File: config.mk
export PLATFORM = sky130hd
export DESIGN_NAME = sign_extension
export DESIGN_NICKNAME = d
export VERILOG_FILES = /design/src/rtl/sign_extension_pkg.sv /design/src/rtl/sign_extension_core.sv /design/src/rtl/sign_extension.sv
export SDC_FILE = /design/constraint.sdc
export NUM_CORES = 1
export LEC_CHECK = 0
export CAP_MARGIN = 20
export CORE_MARGIN = 2
export CORE_UTILIZATION = 41
export DETAILED_ROUTE_END_ITERATION = 12
export PLACE_DENSITY = 0.79
export SYNTH_ARGS = -nofsm -noshare
export SYNTH_HDL_FRONTEND = slang
export SYNTH_SLANG_ARGS = --single-unit
File: constraint.sdc
create_clock -name CLK -period 1.04 [get_ports CLK]
set_input_delay 0.156 -clock CLK [delete_from_list [all_inputs] [get_ports CLK]]
set_output_delay 0.156 -clock CLK [all_outputs]
set_load 0.01 [all_outputs]
File: src/rtl/sign_extension_pkg.sv
// Shared load-size encodings and data-path constants.
// The load/store unit reuses these encodings.
package sign_extension_pkg;
    localparam logic [1:0] SZ_BYTE = 2'b00;
    localparam logic [1:0] SZ_HALF = 2'b01;
    localparam logic [1:0] SZ_WORD = 2'b10;
    localparam logic [1:0] SZ_RSVD = 2'b11;

    localparam int BYTE_W = 8;
    localparam int HALF_W = 16;
endpackage

File: src/rtl/sign_extension_core.sv
// Combinational sign extension of a byte or halfword operand held in the low bits of d.
// Word and reserved sizes pass d through unchanged.
module sign_ext_core
    import sign_extension_pkg::*;
#(
    parameter int DATA_W = 32
) (
    input  logic [DATA_W-1:0] d,
    input  logic [1:0]        size,
    output logic [DATA_W-1:0] ext
);

    always_comb begin
        ext = d;
        case (size)
            SZ_BYTE: ext = {{(DATA_W-BYTE_W){d[BYTE_W-1]}}, d[BYTE_W-1:0]};
            SZ_HALF: ext = {{(DATA_W-HALF_W){d[HALF_W-1]}}, d[HALF_W-1:0]};
            default: ext = d;
        endcase
    end

endmodule

File: src/rtl/sign_extension.sv
// Registered sign extension: one enabled flop bank behind sign_ext_core.
// Q is cleared asynchronously by RST, which also overrides E.
module sign_extension
    import sign_extension_pkg::*;
#(
    parameter int DATA_W = 32
) (
    output logic [DATA_W-1:0] Q,
    input  logic [DATA_W-1:0] D,
    input  logic [1:0]        dataSize,
    input  logic              E,
    input  logic              CLK,
    input  logic              RST
);

    logic [DATA_W-1:0] ext;

    sign_ext_core #(.DATA_W(DATA_W)) u_core (
        .d    (D),
        .size (dataSize),
        .ext  (ext)
    );

    always_ff @(posedge CLK or posedge RST) begin
        if (RST)
            Q <= '0;
        else if (E)
            Q <= ext;
    end

endmodule

### Word level (Yosys, flattened, before mapping)

Cells that the tools add are included.

| operators by class | value |
|---|---|
| mux-type cells | 1 |
| equal/unequal tests | 1 |
| reductions and logical operators | 1 |

Operator list:

| cell | count |
|---|---|
| 32-bit case mux with 2 select lines | 1 |
| 2-bit by 1-bit == test with 1-bit output (second input constant) | 1 |
| 2-bit zero test | 1 |

| word-level totals | value |
|---|---|
| bits in registers | 32 |
| bits of input ports | 37 |
| output and inout port bits | 32 |

### Logic depth before layout (Yosys ltp)

Gate-level depths: netlist of the first run.

| depth | value |
|---|---|
| depth in word-level cells | 2 |
| mapped depth | 5 |
| depth with buffers taken out | 2 |

### Hierarchy

Synthesis of the first run repeated with hierarchy kept, for this count alone.

| unflattened totals | value |
|---|---|
| cell total of the unflattened synthesis | 133 |
| area, all modules | 1775.5 um^2 |

Modules (own cells, without submodules):

| module | seq. area each (um^2) | area an instance (um^2) | times used | cells an instance |
|---|---|---|---|---|
| sign_extension | 800.8 | 1348.8 | 1 | 69 |
| sign_ext_core | 0.0 | 426.7 | 1 | 64 |

### Least setup slack after synthesis of the first run

Ideal clock, no wire load.

| path | value |
|---|---|
| path type | input port to flip-flop |
| from | input port dataSize[1] |
| to | register Q[16] |
| slack | 170 ps |
| stages | 5 |
| required time | 954 ps |
| buffers on the path | 3 |
| arrival | 784 ps |
| setup time | 86 ps |
| cell sequence | buf_6 > nand2b_4 > buf_6 > buf_12 > o221ai_2 |

| between the ends | value |
|---|---|
| word-level cells in the longest chain between the ends | 2 |
| elaborated cells between the ends (all ways) | 3 |

Ends and longest elaborated chain:

| what | line | RTL |
|---|---|---|
| start, declared | sign_extension.sv:10 | `input logic [1:0] dataSize,` |
| 2-bit by 1-bit == test with 1-bit output or 2-bit zero test (tied branches) | sign_extension_core.sv:15 | `case (size)` |
| 32-bit case mux with 2 select lines * | sign_extension_core.sv:15 |  |
| end signal, assigned | sign_extension.sv:28 | `Q <= ext;` |
| end, declared | sign_extension.sv:8 | `output logic [DATA_W-1:0] Q,` |

Mark *: on every way between the ends. The rest lies on a longest branch, timed or not.
A chain may end at the register's enable or synchronous reset.

==> impl_metrics.ini, run 1 <==
[clock_tree]
cts.sinks = 32
cts_buffers = 5
cts_root_buf = clkbuf_8
clk_latency_ns = 0.27
clkTransAtPathRegs_ns = 0.06
cts_hold_buf = 0
cts_tree = done
cts_buffer_depth = 2
htreeDepth = 2

[logic_synthesis]
synth.largest_area_cell = dfrtp_1
synth_fa_ha_area_share_pct = 0
synth_nets = 166
netlist_instances = 129
synthXorXnorAreaFrac_pct = 0
yosys.area.top_type_share_pct = 52.2
muxShareOfSynthArea_pct = 7.34
yosysUniqueCellTypes = 18
yosys.area_share.simple_pct = 12.3
synth_top_family_by_area = compound AO/OA/AOI/OAI gates
synth_area_um2 = 1530
synth_compound_area_share_pct = 17.1
ys_warn_count = 0
ys_seq_area_share_pct = 52.2
synth-seq-cells = 32
synth.avg_cell_area_um2 = 11.9
synthTopCellsByArea = dfrtp_1 52%, o221ai_2 9.8%, mux2_2 5.9%

[worst_setup_path]
critPathKind = reg -> reg
start_kind = flip-flop
cp_max_fo = 2
rr_worst_depth = 3
cp-end-kind = flip-flop
cp.arrival_ns = 1.15
required_ns = 1.20

[final_layout]
fillCellCount = 314
fin_util_pct = 63.8
final_cell_mix = 32 x dfrtp_1, 32 x buf_2, 31 x clkdlybuf4s50_1
regArea_um2 = 801
area_delta_synth_final_pct = 51.1
drive_above_1_share_pct = 37.1
biggestRegsByFlops = Q x32
largest_reg_flops = 32
fin_nets = 247
num_antenna_cells = 0
regMostFlops = Q
multi_input_area_um2 = 564

[die]
pin_count = 69
die_w_um = 65.2
fp-row-count = 22
start_util_pct = 42.2
dieArea_um2 = 4250
die_y_um = 65.2
core_um2 = 3630

[worst_hold_path]
whs_path_depth = 3
min_path_type = in -> reg

[global_route]
antenna_found_initial = 0
grt_pass1_vias = 1363
grt_use_total_pct = 19.4
grt_overflow = 0
grt_max_degree = 33
grt_pass1_wl_um = 6200

[pwr]
pwr_density_cell_nw_per_um2 = 1410
max-vdd-ir-drop_v = 0.000681
power.total_w = 0.00328
leakage_nw = 1.07

[route]
viasPerCell = 5.09
drc = 0
dr.pass1.iters = 4
finalWirelength_um = 3940
wl_per_cell_um = 15.3
drt_iter0_markers = 60
dr_total_vias = 1313
antenna_left = 0

[timing]
setup_violations = 0
fin_crit_sh_pct = 95.4
rsz0062_at_grt = no
hold_viol = 0
holdWs_ns = 0.234
slew_viol_final = 0
clock-skew-final_ns = 0
max_freq_ghz = 1.01
period_needed_ns = 0.992
worst_pin_slew_ns = 0.303
slew_headroom_pct = 79.8
setup-tns-final_ns = 0

[job]
maxCapViolCount = 0

[outcome]
outcome = complete, no violations

[placement]
dp_hpwl_um = 2640
portBuffers = 68
place_congestion = 0.753
[worst paths after layout]
check / from / end / slack [ns]
max: Q[2] / Q[2] / 0.05
min: D[15] / Q[15] / 0.23
max reg2reg: Q[2] / Q[2] / 0.05
min reg2reg: Q[4] / Q[4] / 0.50
max in group asynchronous: RST / Q[30] / 0.63
min in group asynchronous: RST / Q[17] / 0.24
[through the flow]
step	cell area [um2]	instances	setup WS (ns)
after global placement	2270	242	-0.368
after CTS	2350	255	0.00109
final	2320	258	0.0475
after detailed placement	2270	242	-0.373
after floorplan	1530	129	0.170
after global routing	2320	258	0.0231
[synth_stat cells]
cell type / n
buf_12: 1
nand3_1: 16
mux2_2: 8
nand2b_4: 1
o211ai_1: 8
nand2b_1: 8
buf_4: 3
o221ai_2: 10
clkbuf_1: 2
inv_1: 17
mux2i_4: 1
buf_6: 4
dfrtp_1: 32
nand4bb_1: 1
nand2_1: 8
nor2_1: 1
buf_2: 2
o221ai_1: 6
[report_power, final]
| group | switching, W | internal, W | total [W] | leakage (nW) |
|---|---|---|---|---|
| registers | 0.0000728 | 0.00139 | 0.00146 | 0.387 |
| clock network | 0.000416 | 0.000588 | 0.00100 | 0.0503 |
| logic | 0.000373 | 0.000442 | 0.000815 | 0.633 |
[cell type report]
cell class                 instances  share of cell area [%]
inverter                          17                    2.75
multi-input combinational         68                    24.4
tap                               48                    2.59
clock buffer                       7                    4.16
timing repair buffer              86                    31.6
sequential                        32                    34.6
[cells by family (layout without fill, tap and decap cells)]
| logic type | after synthesis | count (layout) |
|---|---|---|
| multiplexers | 9 | 9 |
| flip-flops | 32 | 32 |
| AND/OR/NAND/NOR | 35 | 35 |
| AO/OA/AOI/OAI | 24 | 24 |
| buffers and inverters | 29 | 110 |
[metal layers]
metal	vias up	GRT usage (%)	part of all wire, %
li1	617	-	-
met1	634	22.7	41
met2	58	35.1	51
met3	4	5.48	7.1
met4	0	4.69	0.81
met5	-	0	0
[critical path, cell delays in order (launching register included)]
cell	delay, ns
dfrtp_1	0.37
buf_4	0.13
buf_4	0.13
mux2_2	0.25
[repair_timing]
action,CTS,global route
hold endpoints to repair,0,0
endpoints found under the setup margin,56,14
cloned,1,0
buffers inserted,5,3
gates resized for setup,121,11
Note: power is estimated with default switching activity, not from simulation.
==> run 2, diff against run 1 <==
--- a/config.mk
+++ b/config.mk
@@ -6,10 +6,14 @@
 export NUM_CORES = 1
 export LEC_CHECK = 0
 export CAP_MARGIN = 20
+export CELL_PAD_IN_SITES_DETAIL_PLACEMENT = 1
+export CELL_PAD_IN_SITES_GLOBAL_PLACEMENT = 1
+export CORE_ASPECT_RATIO = 0.5
 export CORE_MARGIN = 2
-export CORE_UTILIZATION = 41
+export CORE_UTILIZATION = 46
 export DETAILED_ROUTE_END_ITERATION = 12
-export PLACE_DENSITY = 0.79
+export DONT_BUFFER_PORTS = 1
+export PLACE_DENSITY_LB_ADDON = 0.1
 export SYNTH_ARGS = -nofsm -noshare
 export SYNTH_HDL_FRONTEND = slang
 export SYNTH_SLANG_ARGS = --single-unit
==> impl_metrics.ini, run 2 (same netlist as run 1, synthesis figures left out) <==
[outcome]
outcome = complete, no violations

[worst_hold_path]
whs_path_depth = 1
min_path_type = in -> reg

[worst_setup_path]
cp_top_family = buffers and inverters
rr_worst_depth = 1
crit_slowest_cell = dlygate4sd3_1
endpoint = Q[23]
cp-end-kind = flip-flop
setup.worst_path.start = E
r2r_end = Q[5]
cp_max_fo = 54
critPathKind = in -> reg
cp_cell_sequence = dlygate4sd3_1 -> o221ai_2
cp.arrival_ns = 1.03
start_kind = input pin
crit_buf_inv = 1
worstSetupPathDepth = 2
required_ns = 1.19
r2r-start = Q[5]
r2r_slack_ns = 0.24
max_stage_delay_ns = 0.71

[clock_tree]
clkTransAtPathRegs_ns = 0.07
cts_root_buf = clkbuf_8
clk_latency_ns = 0.28
cts_buffers = 5
cts.sinks = 32
cts_resized = 0
htreeDepth = 2
cts_buffer_depth = 2
cts_tree = done

[timing]
worst_pin_slew_ns = 0.355
clock-skew-final_ns = 0
setup_violations = 0
slew_viol_final = 0
fin_crit_sh_pct = 84.2
setup-tns-final_ns = 0
hold_viol = 0
slew_headroom_pct = 76.2
rsz0062_at_grt = no
period_needed_ns = 0.875
max_freq_ghz = 1.14

[final_layout]
drive_above_1_share_pct = 23.5
fin_util_pct = 53.8
postLayoutCellArea_um2 = 1660
regMostFlops = Q
biggestRegsByFlops = Q x32
final_cell_mix = 32 x dfrtp_1, 17 x inv_1, 16 x nand3_1
fin_nets = 168
largest_reg_flops = 32
num_antenna_cells = 0
area_delta_synth_final_pct = 8.16
final_common_cell = dfrtp_1

[pwr]
seq_power_share_pct = 54.1
leakage_nw = 0.703
p_clk_share_pct = 34.4
combPwrFrac_pct = 11.5
p_sw_share_pct = 27.2
p_int_w = 0.00209
switchingPower_w = 0.000778
max-vdd-ir-drop_v = 0.00106
pwr_density_cell_nw_per_um2 = 1730

[route]
antenna_left = 0
dr.pass1.iters = 2
viasPerCell = 5.77
dr_total_vias = 992
finalWirelength_um = 3340
drc = 0
drt_iter0_markers = 33
wl_per_cell_um = 19.4

[die]
die_y_um = 44.8
pin_count = 69
core_um2 = 3080
fp-row-count = 14
dieArea_um2 = 3840
start_util_pct = 49.8
die_w_um = 85.7

[global_route]
grt_pass1_wl_um = 5180
grt_pass1_vias = 1011
antenna_found_initial = 0
grt_use_total_pct = 18.4
grt_max_degree = 57
grt_overflow = 0

[placement]
portBuffers = 0
dp_hpwl_um = 2130
place_congestion = 0.642
placed_area_um2 = 1530

[job]
maxCapViolCount = 0
[run 2: timing repair]
action	4_1_cts	5_1_grt
endpoints found under the setup margin	0	0
hold endpoints to repair	35	3
hold buffers	2	2
buffers inserted	0	0
[run 2: final cells by class]
type / count / area (um2)
well taps: 40 / 50.0
fillers: 327 / 1420
clock inverters: 2 / 10.0
flip-flops and latches: 32 / 801
multi-input cells: 68 / 564
clock buffers: 6 / 82.6
inverters: 17 / 63.8
repair buffers: 7 / 87.6
[run 2: worst min path at each step]
stage,startpoint,endpoint,slack (ns)
6_report,D[7],Q[7],0.02
5_1_grt,D[7],Q[7],0.002
4_1_cts,E,Q[20],0.0003
3_5_place_dp,RST,Q[2],-0.06
3_3_place_gp,RST,Q[2],-0.06
2_1_floorplan,RST,Q[0],0.27
[run 2: power groups by stage]
stage / clock network, W / registers [W] / logic (W)
2_1_floorplan: 0 / 0.00155 / 0.000318
3_3_place_gp: 0 / 0.00157 / 0.000303
3_5_place_dp: 0 / 0.00158 / 0.000318
4_1_cts: 0.00102 / 0.00156 / 0.000328
5_1_grt: 0.00108 / 0.00157 / 0.000367
6_report: 0.000985 / 0.00155 / 0.000328
[run 2: stage by stage]
step | hold WS [ns] | setup slack [ns] | power (W) | std cells
2_1_floorplan | 0.272 | 0.170 | 0.00186 | 129
3_3_place_gp | -0.0570 | 0.193 | 0.00188 | 160
3_5_place_dp | -0.0555 | 0.183 | 0.00190 | 160
4_1_cts | 0.000261 | 0.164 | 0.00290 | 170
5_1_grt | 0.00153 | 0.145 | 0.00301 | 172
6_report | 0.0221 | 0.165 | 0.00286 | 172
[run 2: per-layer routing]
layer / routed length [um] / share of wire (%) / up-vias / GRT usage (%)
met2: 1590 / 48 / 43 / 30.2
met1: 1360 / 41 / 484 / 21.4
li1: - / - / 458 / -
met5: 0 / 0 / - / 0
met3: 335 / 10 / 7 / 8.96
met4: 44 / 1.3 / 0 / 7.62
